<file path="config.mk">
export PLATFORM = sky130hd
export DESIGN_NAME = inst_queue
export DESIGN_NICKNAME = d
export VERILOG_FILES = /design/src/rtl/inst_queue.sv
export SDC_FILE = /design/constraint.sdc
export NUM_CORES = 1
export LEC_CHECK = 0
export BUFFER_PORTS_ARGS = -buffer_cell sky130_fd_sc_hd__buf_4
export CAP_MARGIN = 5
export CORE_UTILIZATION = 55
export DETAILED_ROUTE_END_ITERATION = 16
export HOLD_SLACK_MARGIN = 0.08
export PLACE_DENSITY = 0.77
export SYNTH_ARGS = -nofsm -noshare
export SYNTH_HDL_FRONTEND = slang
export SYNTH_SLANG_ARGS = --single-unit
export TNS_END_PERCENT = 5
</file>
<file path="constraint.sdc">
create_clock -name CLK -period 7.92 [get_ports CLK]
set_input_delay 1.188 -clock CLK [delete_from_list [all_inputs] [get_ports CLK]]
set_output_delay 1.188 -clock CLK [all_outputs]
set_load 0.1 [all_outputs]
</file>
<file path="src/rtl/inst_queue.sv">
// Instruction queue between fetch and decode: circular FIFO with valid/ready toward decode
// and single-cycle flush. Define INST_Q_BYPASS_EN for fall-through (zero-latency) mode.

module inst_queue_entry #(
    parameter int W = 97
) (
    input  logic         CLK,
    input  logic         we_i,
    input  logic [W-1:0] wdata_i,
    output logic [W-1:0] rdata_o
);
    logic [W-1:0] data_q;

    // Payload storage is deliberately not reset; validity comes from the pointers.
    always_ff @(posedge CLK) begin
        if (we_i) data_q <= wdata_i;
    end

    assign rdata_o = data_q;
endmodule

module inst_queue #(
    parameter int INST_Q_WIDTH = 97,
    parameter int INST_Q_DEPTH = 4,
    parameter int INST_Q_PTR   = 2
) (
    input  logic                    CLK,
    input  logic                    RSTN,
    input  logic                    inst_q_wen,
    input  logic [INST_Q_WIDTH-1:0] inst_q_wdata,
    output logic                    inst_q_wok,
    input  logic                    q_flush,
    output logic                    dec_valid,
    input  logic                    dec_ready,
    output logic [INST_Q_WIDTH-1:0] dec_data,
    output logic [INST_Q_PTR:0]     q_count,
    output logic                    q_ovf
);
    localparam int PW = INST_Q_PTR + 1;

    logic [PW-1:0] wr_ptr_q, wr_ptr_d;
    logic [PW-1:0] rd_ptr_q, rd_ptr_d;
    logic          ovf_q, ovf_d;

    logic [INST_Q_DEPTH-1:0][INST_Q_WIDTH-1:0] mem;
    logic [INST_Q_DEPTH-1:0]                   ent_we;
    logic [INST_Q_WIDTH-1:0]                   head_data;

    logic empty, full;
    logic head_valid, wfire, rfire, store, byp_take;

    assign empty = (wr_ptr_q == rd_ptr_q);
    assign full  = (wr_ptr_q[INST_Q_PTR-1:0] == rd_ptr_q[INST_Q_PTR-1:0]) &&
                   (wr_ptr_q[INST_Q_PTR] != rd_ptr_q[INST_Q_PTR]);

    // Fetch back-pressure sees only registered state, never dec_ready.
    assign inst_q_wok = ~full;
    assign wfire      = inst_q_wen & inst_q_wok & ~q_flush;
    assign head_valid = ~empty & ~q_flush;
    assign rfire      = head_valid & dec_ready;
    assign head_data  = mem[rd_ptr_q[INST_Q_PTR-1:0]];

`ifdef INST_Q_BYPASS_EN
    logic byp;
    // Empty queue with a write pending: hand the write straight to decode.
    assign byp       = empty & inst_q_wen & ~q_flush;
    assign byp_take  = byp & dec_ready;
    assign dec_valid = head_valid | byp;
    assign dec_data  = !dec_valid ? '0 : (byp ? inst_q_wdata : head_data);
`else
    assign byp_take  = 1'b0;
    assign dec_valid = head_valid;
    assign dec_data  = dec_valid ? head_data : '0;
`endif

    // A bypassed-and-consumed entry never lands in storage.
    assign store = wfire & ~byp_take;

    generate
        for (genvar i = 0; i < INST_Q_DEPTH; i++) begin : g_ent
            assign ent_we[i] = store && (wr_ptr_q[INST_Q_PTR-1:0] == INST_Q_PTR'(i));
            inst_queue_entry #(.W(INST_Q_WIDTH)) u_ent (
                .CLK     (CLK),
                .we_i    (ent_we[i]),
                .wdata_i (inst_q_wdata),
                .rdata_o (mem[i])
            );
        end
    endgenerate

    always_comb begin
        wr_ptr_d = wr_ptr_q;
        rd_ptr_d = rd_ptr_q;
        ovf_d    = ovf_q | (inst_q_wen & ~inst_q_wok & ~q_flush);
        if (q_flush) begin
            wr_ptr_d = '0;
            rd_ptr_d = '0;
        end else begin
            if (store) wr_ptr_d = wr_ptr_q + PW'(1);
            if (rfire) rd_ptr_d = rd_ptr_q + PW'(1);
        end
    end

    always_ff @(posedge CLK or negedge RSTN) begin
        if (!RSTN) begin
            wr_ptr_q <= '0;
            rd_ptr_q <= '0;
            ovf_q    <= 1'b0;
        end else begin
            wr_ptr_q <= wr_ptr_d;
            rd_ptr_q <= rd_ptr_d;
            ovf_q    <= ovf_d;
        end
    end

    assign q_count = wr_ptr_q - rd_ptr_q;
    assign q_ovf   = ovf_q;
endmodule

</file>
* After elaboration in Yosys (flattened, before gate mapping)
Index checks and enable logic that the tools add are counted.
** Cells by class
- $lt $le $gt $ge :: 1
- Add/sub/neg operators :: 3
- Reduce and logical (&&, ||, !) cells :: 8
- Bitwise gates (word level) :: 10
- Equal/unequal tests :: 6
- Multiplexer cells :: 7
** Operators by type and width (count)
- 97-bit binary-select mux with 2-bit select :: 1
- 97-bit two-way mux :: 2
- 3-bit two-way mux :: 4
- 3-bit by 1-bit adder with 3-bit output, second input constant :: 2
- 1-bit bitwise AND :: 6
- 1-bit logical AND :: 5
- 2-bit equality test, second input constant :: 2
- 2-bit nonzero test :: 2
- 3-bit equality test :: 1
- 2-bit by 3-bit less-than comparator with 1-bit output, second input constant :: 1
- 1-bit inverter :: 3
- 3-bit subtractor :: 1
- 2-bit by 1-bit equality test with 1-bit output, second input constant :: 1
- 2-bit equality test :: 1
- 2-bit logical NOT :: 1
- 1-bit inequality test :: 1
- 1-bit bitwise OR :: 1
** Storage, ports and cells
- Output and inout port bits :: 103
- Flip-flop bits (word level) :: 395

* Depth between registers and ports, before layout
- Depth in word-level cells :: 7
- Depth in mapped cells :: 10
- Mapped depth without buffers :: 5

* By module
A second synthesis with hierarchy kept.
** Unflattened totals
- Cell total of the unflattened synthesis :: 680
- Area total of the unflattened synthesis :: 15238.4 µm²
** Modules (own cells, without submodules)
- inst_queue_entry :: cells an instance 97, area each 2912.8 µm², times used 4
- inst_queue :: cells an instance 292, area each 3587.2 µm², times used 1

* Least setup slack after synthesis
No wires, ideal clock.
- Path kind :: flip-flop to flip-flop
- Start :: register rd_ptr_q[1]
- End :: register g_ent[0].u_ent.data_q[0], enable pin
- Library setup time :: 467 ps
- Stages on the path, launching flop included :: 9
- Arrival time :: 3983 ps
- Period minus slack after synthesis :: 4450 ps
- Path buffers :: 3
- Path slack :: 3470 ps
- Path through :: dfrtp_1 buf_2 buf_2 buf_4 inv_1 ha_1 and2_1 a21oi_1 and2_1
** Between the ends
- Longest elaborated chain between the ends :: 6
** Ends and longest elaborated chain
- start, declared :: RTL line 42 : logic [PW-1:0] rd_ptr_q, rd_ptr_d;
- start signal, assigned :: RTL line 111 : rd_ptr_q <= rd_ptr_d;
- 2-bit equality test :: RTL line 53 : assign full = (wr_ptr_q[INST_Q_PTR-1:0] == rd_ptr_q[INST_Q_PTR-1:0]) &&
- 1-bit logical AND :: RTL line 53
- 1-bit inverter :: RTL line 57 : assign inst_q_wok = ~full;
- 1-bit bitwise AND (2 in series) :: RTL line 58 : assign wfire = inst_q_wen & inst_q_wok & ~q_flush;
- 1-bit logical AND :: RTL line 81 : assign ent_we[i] = store && (wr_ptr_q[INST_Q_PTR-1:0] == INST_Q_PTR'(i));
- named net g_ent[0].u_ent.we_i :: RTL line 8 : input logic we_i,
- end signal, assigned :: RTL line 16 : if (we_i) data_q <= wdata_i;
- end, declared :: RTL line 12 : logic [W-1:0] data_q;
The timed path passes the listed nets, and every way through them passes these cells.
A chain may end at the register's enable or synchronous reset.

* Worst setup path after layout
- Start :: register rd_ptr_q[1]
- End :: output port dec_data[65]
** Between the ends
- Longest elaborated chain between the ends :: 4
- Elaborated cells on any way between the ends :: 6
- Those cells by class :: 1 x eq/ne; 3 x mux; 2 x bitwise
** Ends and longest elaborated chain
- 3-bit equality test :: RTL line 52 : assign empty = (wr_ptr_q == rd_ptr_q);
- 1-bit inverter :: RTL line 59 : assign head_valid = ~empty & ~q_flush;
- 1-bit bitwise AND :: RTL line 59
- 97-bit two-way mux (*) :: RTL line 73 : assign dec_data = dec_valid ? head_data : '0;
- end, declared :: RTL line 35 : output logic [INST_Q_WIDTH-1:0] dec_data,
Every way passes the cells marked *; elsewhere a longest branch is shown, timed or not. The select of a mux whose other input is x is not followed.

==> results.md <==
- For this design, the slowest cell found on the critical path is sky130_fd_sc_hd__dfrtp_4.
- Between clock sinks in the finished design, the worst skew comes to approximately 0.021 ns.
- Synthesis produced 681 cells.
- The number of register bits inferred by synthesis is 395.
- The area share of and/or/nand/nor cells after synthesis is 5.12%.
- The largest net degree at the start of global routing is 57.
- Setup violations remaining at the end of the flow were counted as 0.
- The clock network is responsible for between 20% and 30% of the overall power.
- The largest incremental delay on the critical path is 0.92 ns.
- Ranked by total cell area, the synthesized netlist is headed by sky130_fd_sc_hd__edfxtp_1 76%, sky130_fd_sc_hd__mux4_2 14%, sky130_fd_sc_hd__and2_1 4.2%.
- STA puts the critical path data arrival time at between 3 and 4 ns.
- The first-pass GRT wire length is roughly 42 mm.
- Per report_power, the combinational group accounts for a little over two fifths of the total.
- For this run the aggregate overflow at the end of global routing stands at 0.
- The worst reg2reg path startpoint is rd_ptr_q[1].
- The number of maximum-capacitance constraint violations is 0.
- The part of the cycle the worst path needs is between 60% and 70%.
- The biggest area contributor in the post-synthesis netlist is sky130_fd_sc_hd__edfxtp_1.
- Ranked by instance count, the synthesized netlist is headed by 388 x sky130_fd_sc_hd__edfxtp_1, 102 x sky130_fd_sc_hd__and2_1, 97 x sky130_fd_sc_hd__mux4_2.
- By instance count, the leading cell after synthesis is sky130_fd_sc_hd__edfxtp_1.
- The xor and xnor fraction of the mapped netlist area is 0.222%.
- In this run the remaining antenna-violating nets after routing total 0.
- The hold violation total from the final report is 0.
- In the synthesized netlist the async set-or-reset flop fraction comes to under 10%.
- The endpoint of the worst register-to-register path is g_ent[2].u_ent.rdata_o[24].
- The latest clock arrival within the worst-skew pair is around 0.53 ns.
- The number of top-level pins is 205.
- Sequential cells were found to cover between 70 and 80% of the synthesized design area.
- The final critical path time including I/O delays and setup is 5.11 ns.
- The length in cells of the worst reg-to-reg path is 6.
- The post-synthesis cell area is 0.0152 mm2.
- The fill cell instance count of the final layout is between 1500 and 2000.
- The placeable core region is between 0.02 and 0.03 mm2.
- Measured against its own limit, the worst slew margin works out to 34.9%.
- Setup repair after global routing left no endpoint under its margin.
- The transition time at the pin with the least slew margin is 0.977 ns.
- The run finished with clean final reports.
- The count of buffers from port buffering is approximately 200.
- The destination of the critical timing path is dec_data[65].
- The dominant combinational cell family by area after synthesis is multiplexers.
- The final net count is 1012.
- In this run the power spent charging and discharging nets is about 3200 uW.
- Summing the areas of all compound-gate instances in the mapped netlist gives less than 1% of the synthesized area.
- The number of global-route vias before repair is roughly 7500.
- Summing the areas of all fa, ha and maj instances in the mapped netlist gives less than 1% of the synthesized area.
- From synthesis to final layout, the design area changed by 20.7%.
- Clock-pin slew was measured on the worst setup and hold paths at about 0.060 ns.
- The fraction of power consumed by sequential logic is approximately a third.
- The count of warnings emitted by yosys is 0.
- The area share of the largest cell type after synthesis is 76.5%.
- After detailed routing, the number of remaining DRC violations is 0.
- For the worst setup path, the data required time is between 6 and 7 ns.
- Setup slack on the critical path of the routed design comes to around 2.8 ns.
- The worst setup path is captured at an output port.
- The areal power density over the cells is around 400 mW/mm2.
- The floorplan row count is 60.
- The total clock buffers created by CTS is between 40 and 50.
- The first-pass iteration count of the detailed router is 4.
- Summed over all failing endpoints, the final setup total negative slack is 0 ns.
- In this run the number of H-tree levels came out at 2.
- The CTS tree is yes.
- The static power due to leakage is 0.00627 uW.
- The die covers 0.0284 mm2.
- Each instance of the synthesized netlist takes up on average between 20 and 25 um2.
- The width of the chip is approximately 170 um.
- The top fanout value on the critical path is 56.
- The post-cts sizing count is 0.
- In the global route stage, overall resource usage came out at between 20% and 30%.
- STA classifies the critical path startpoint as a flop.
- The setup check on the worst reg-to-reg path leaves a slack of roughly 4.1 ns.
- The worst hold path belongs to the class in2async.
- Cells fill between 60 and 70% of the core in the end.
- The clock net sink count is between 300 and 400.
- IR analysis of the VDD net gives a maximum drop of between 0.3 and 0.4 mV.
- The number of buffers added to fix hold violations after cts is 0.
- The via count normalized by instance count is 5.53.
- The number of post-CTS setup repair buffers is 0.
- The worst setup timing slack at the placement stage is approximately 3.2 ns.
- The highest attainable clock frequency is 196 MHz.
- Measured against the total synthesized area, the mux share comes to approximately 14%.
- The initial utilization of the core area, before any placement, comes to 56.2%.
- The critical path start-end classification is reg2out.
- The predominant post-synthesis flop cell is sky130_fd_sc_hd__edfxtp_1.
- The count of pins over their slew limit is 0.
- Internal power comes to roughly 4400 uW.
- The total wire length after detailed routing is roughly 28 mm.
- The initial detailed-routing violation count is 580.
- The unique cell type count in the Yosys netlist is 35.
- The die is ~170 um tall.
- The clock passes through at most 3 buffers.
- The sum of net half-perimeters after detailed placement is between 15 and 20 mm.
- The overall via count from detail_route is ~7200.
- Counting every net in the synthesized netlist gives roughly 790.
- The initial antenna violation count came to 0.
- The antenna diode instance count is 0.
- CTS placed an instance of sky130_fd_sc_hd__clkbuf_16 at the clock tree root.
- Tracing the worst setup path back leads to its startpoint at rd_ptr_q[1].
- The switching share of total power is a little over two fifths.
- Yosys mapped a number of flops with a built-in enable equal to between 300 and 400.
- The fraction of final layout cells sized beyond drive strength 1 is between 40% and 50%.
- In the final routed layout, each cell accounts on average for 21.2 um.
- The congestion estimate from routability-driven global placement came to about 0.76.
- Traced cell by cell, the critical path runs through inv_1 > ha_1 > and2_1 > a21oi_4 > buf_4 > and2_1 > buf_4.
## sequential cells by signal, indices dropped and copies added, names as in the netlist
name / count
g_ent.u_ent.rdata_o: 388
wr_ptr_q: 3
rd_ptr_q: 3
q_ovf: 1
## metrics by stage
stage          total power [uW]  cells  hold slack [ns]  instance area, um2
2_1_floorplan              5190    681            0.594               15200
3_3_place_gp               5810   1231            0.460               17100
3_5_place_dp               5840   1231            0.468               17100
4_1_cts                    7620   1307            0.446               18400
5_1_grt                    7800   1307            0.454               18400
6_report                   7530   1307            0.467               18400
## cell families (layout without fill, tap and decap cells)
logic type               after synthesis  after routing
flip-flops                           395            395
buffers and inverters                 39            293
AO/OA/AOI/OAI                         13             13
adder cells (fa/ha/maj)                8              8
multiplexers                          98             98
XOR/XNOR                               3              3
AND/OR/NAND/NOR                      125            125
## cell usage in the layout, fill, tap and decap left out, drive strengths merged
cell type  instances
mux2               1
bufinv             1
clkbuf            50
nand4              1
or3                1
ha                 7
xor2               1
a21oi              6
mux4              97
nand3b             1
nor2               2
xnor2              2
and2             102
nand2b             2
dfrtp              7
nand3              3
a211o              1
clkinv            21
and3               1
o21bai             1
fa                 1
a31oi              2
clkinvlp           1
o311ai             2
a311oi             1
or4                2
nand4b             4
nor3b              2
buf              212
inv                8
edfxtp           388
nand2              4
## how the worst min path moves through the flow
stage	end	cells past startpoint	start	slack (ns)
final	wr_ptr_q[2]	1	RSTN	0.47
after global routing	wr_ptr_q[2]	1	RSTN	0.45
after CTS	wr_ptr_q[2]	1	RSTN	0.45
after detailed placement	q_ovf	1	q_ovf	0.47
after global placement	q_ovf	1	q_ovf	0.46
after floorplan	wr_ptr_q[2]	2	wr_ptr_q[2]	0.59
## layout make-up
cell class	instances	area (um2)	area share, %
Sequential cell	395	11800	64.3
Multi-Input combinational cell	247	3220	17.5
Timing Repair Buffer	212	1590	8.65
Clock buffer	50	1100	5.99
Tap cell	372	465	2.53
Clock inverter	26	156	0.850
Inverter	5	18.8	0.102
## routing by layer
metal | vias to the layer above | GRT usage, % | wire (um)
met5 | - | 0 | 0
met1 | 3681 | 27.0 | 11400
met4 | 0 | 5.22 | 505
met3 | 46 | 5.43 | 2350
li1 | 3232 | - | -
met2 | 271 | 32.8 | 13500
## power by group through the flow
stage | sequential [uW] | clock [uW] | combinational (uW)
finish | 2620 | 1770 | 3140
detailed placement | 2670 | 0 | 3170
global placement | 2660 | 0 | 3150
floorplan | 2620 | 0 | 2580
global route | 2650 | 1890 | 3260
CTS | 2630 | 1810 | 3180
## worst max-delay path: cells and delay by family (launching register included)
| kind | cells | cell delay [ns] |
|---|---|---|
| AO/OA/AOI/OAI | 1 | 0.71 |
| buffers and inverters | 3 | 0.94 |
| AND/OR/NAND/NOR | 2 | 0.43 |
| flip-flops | 1 | 0.92 |
| adder cells (fa/ha/maj) | 1 | 0.36 |
(Power assumes the default switching activity.)
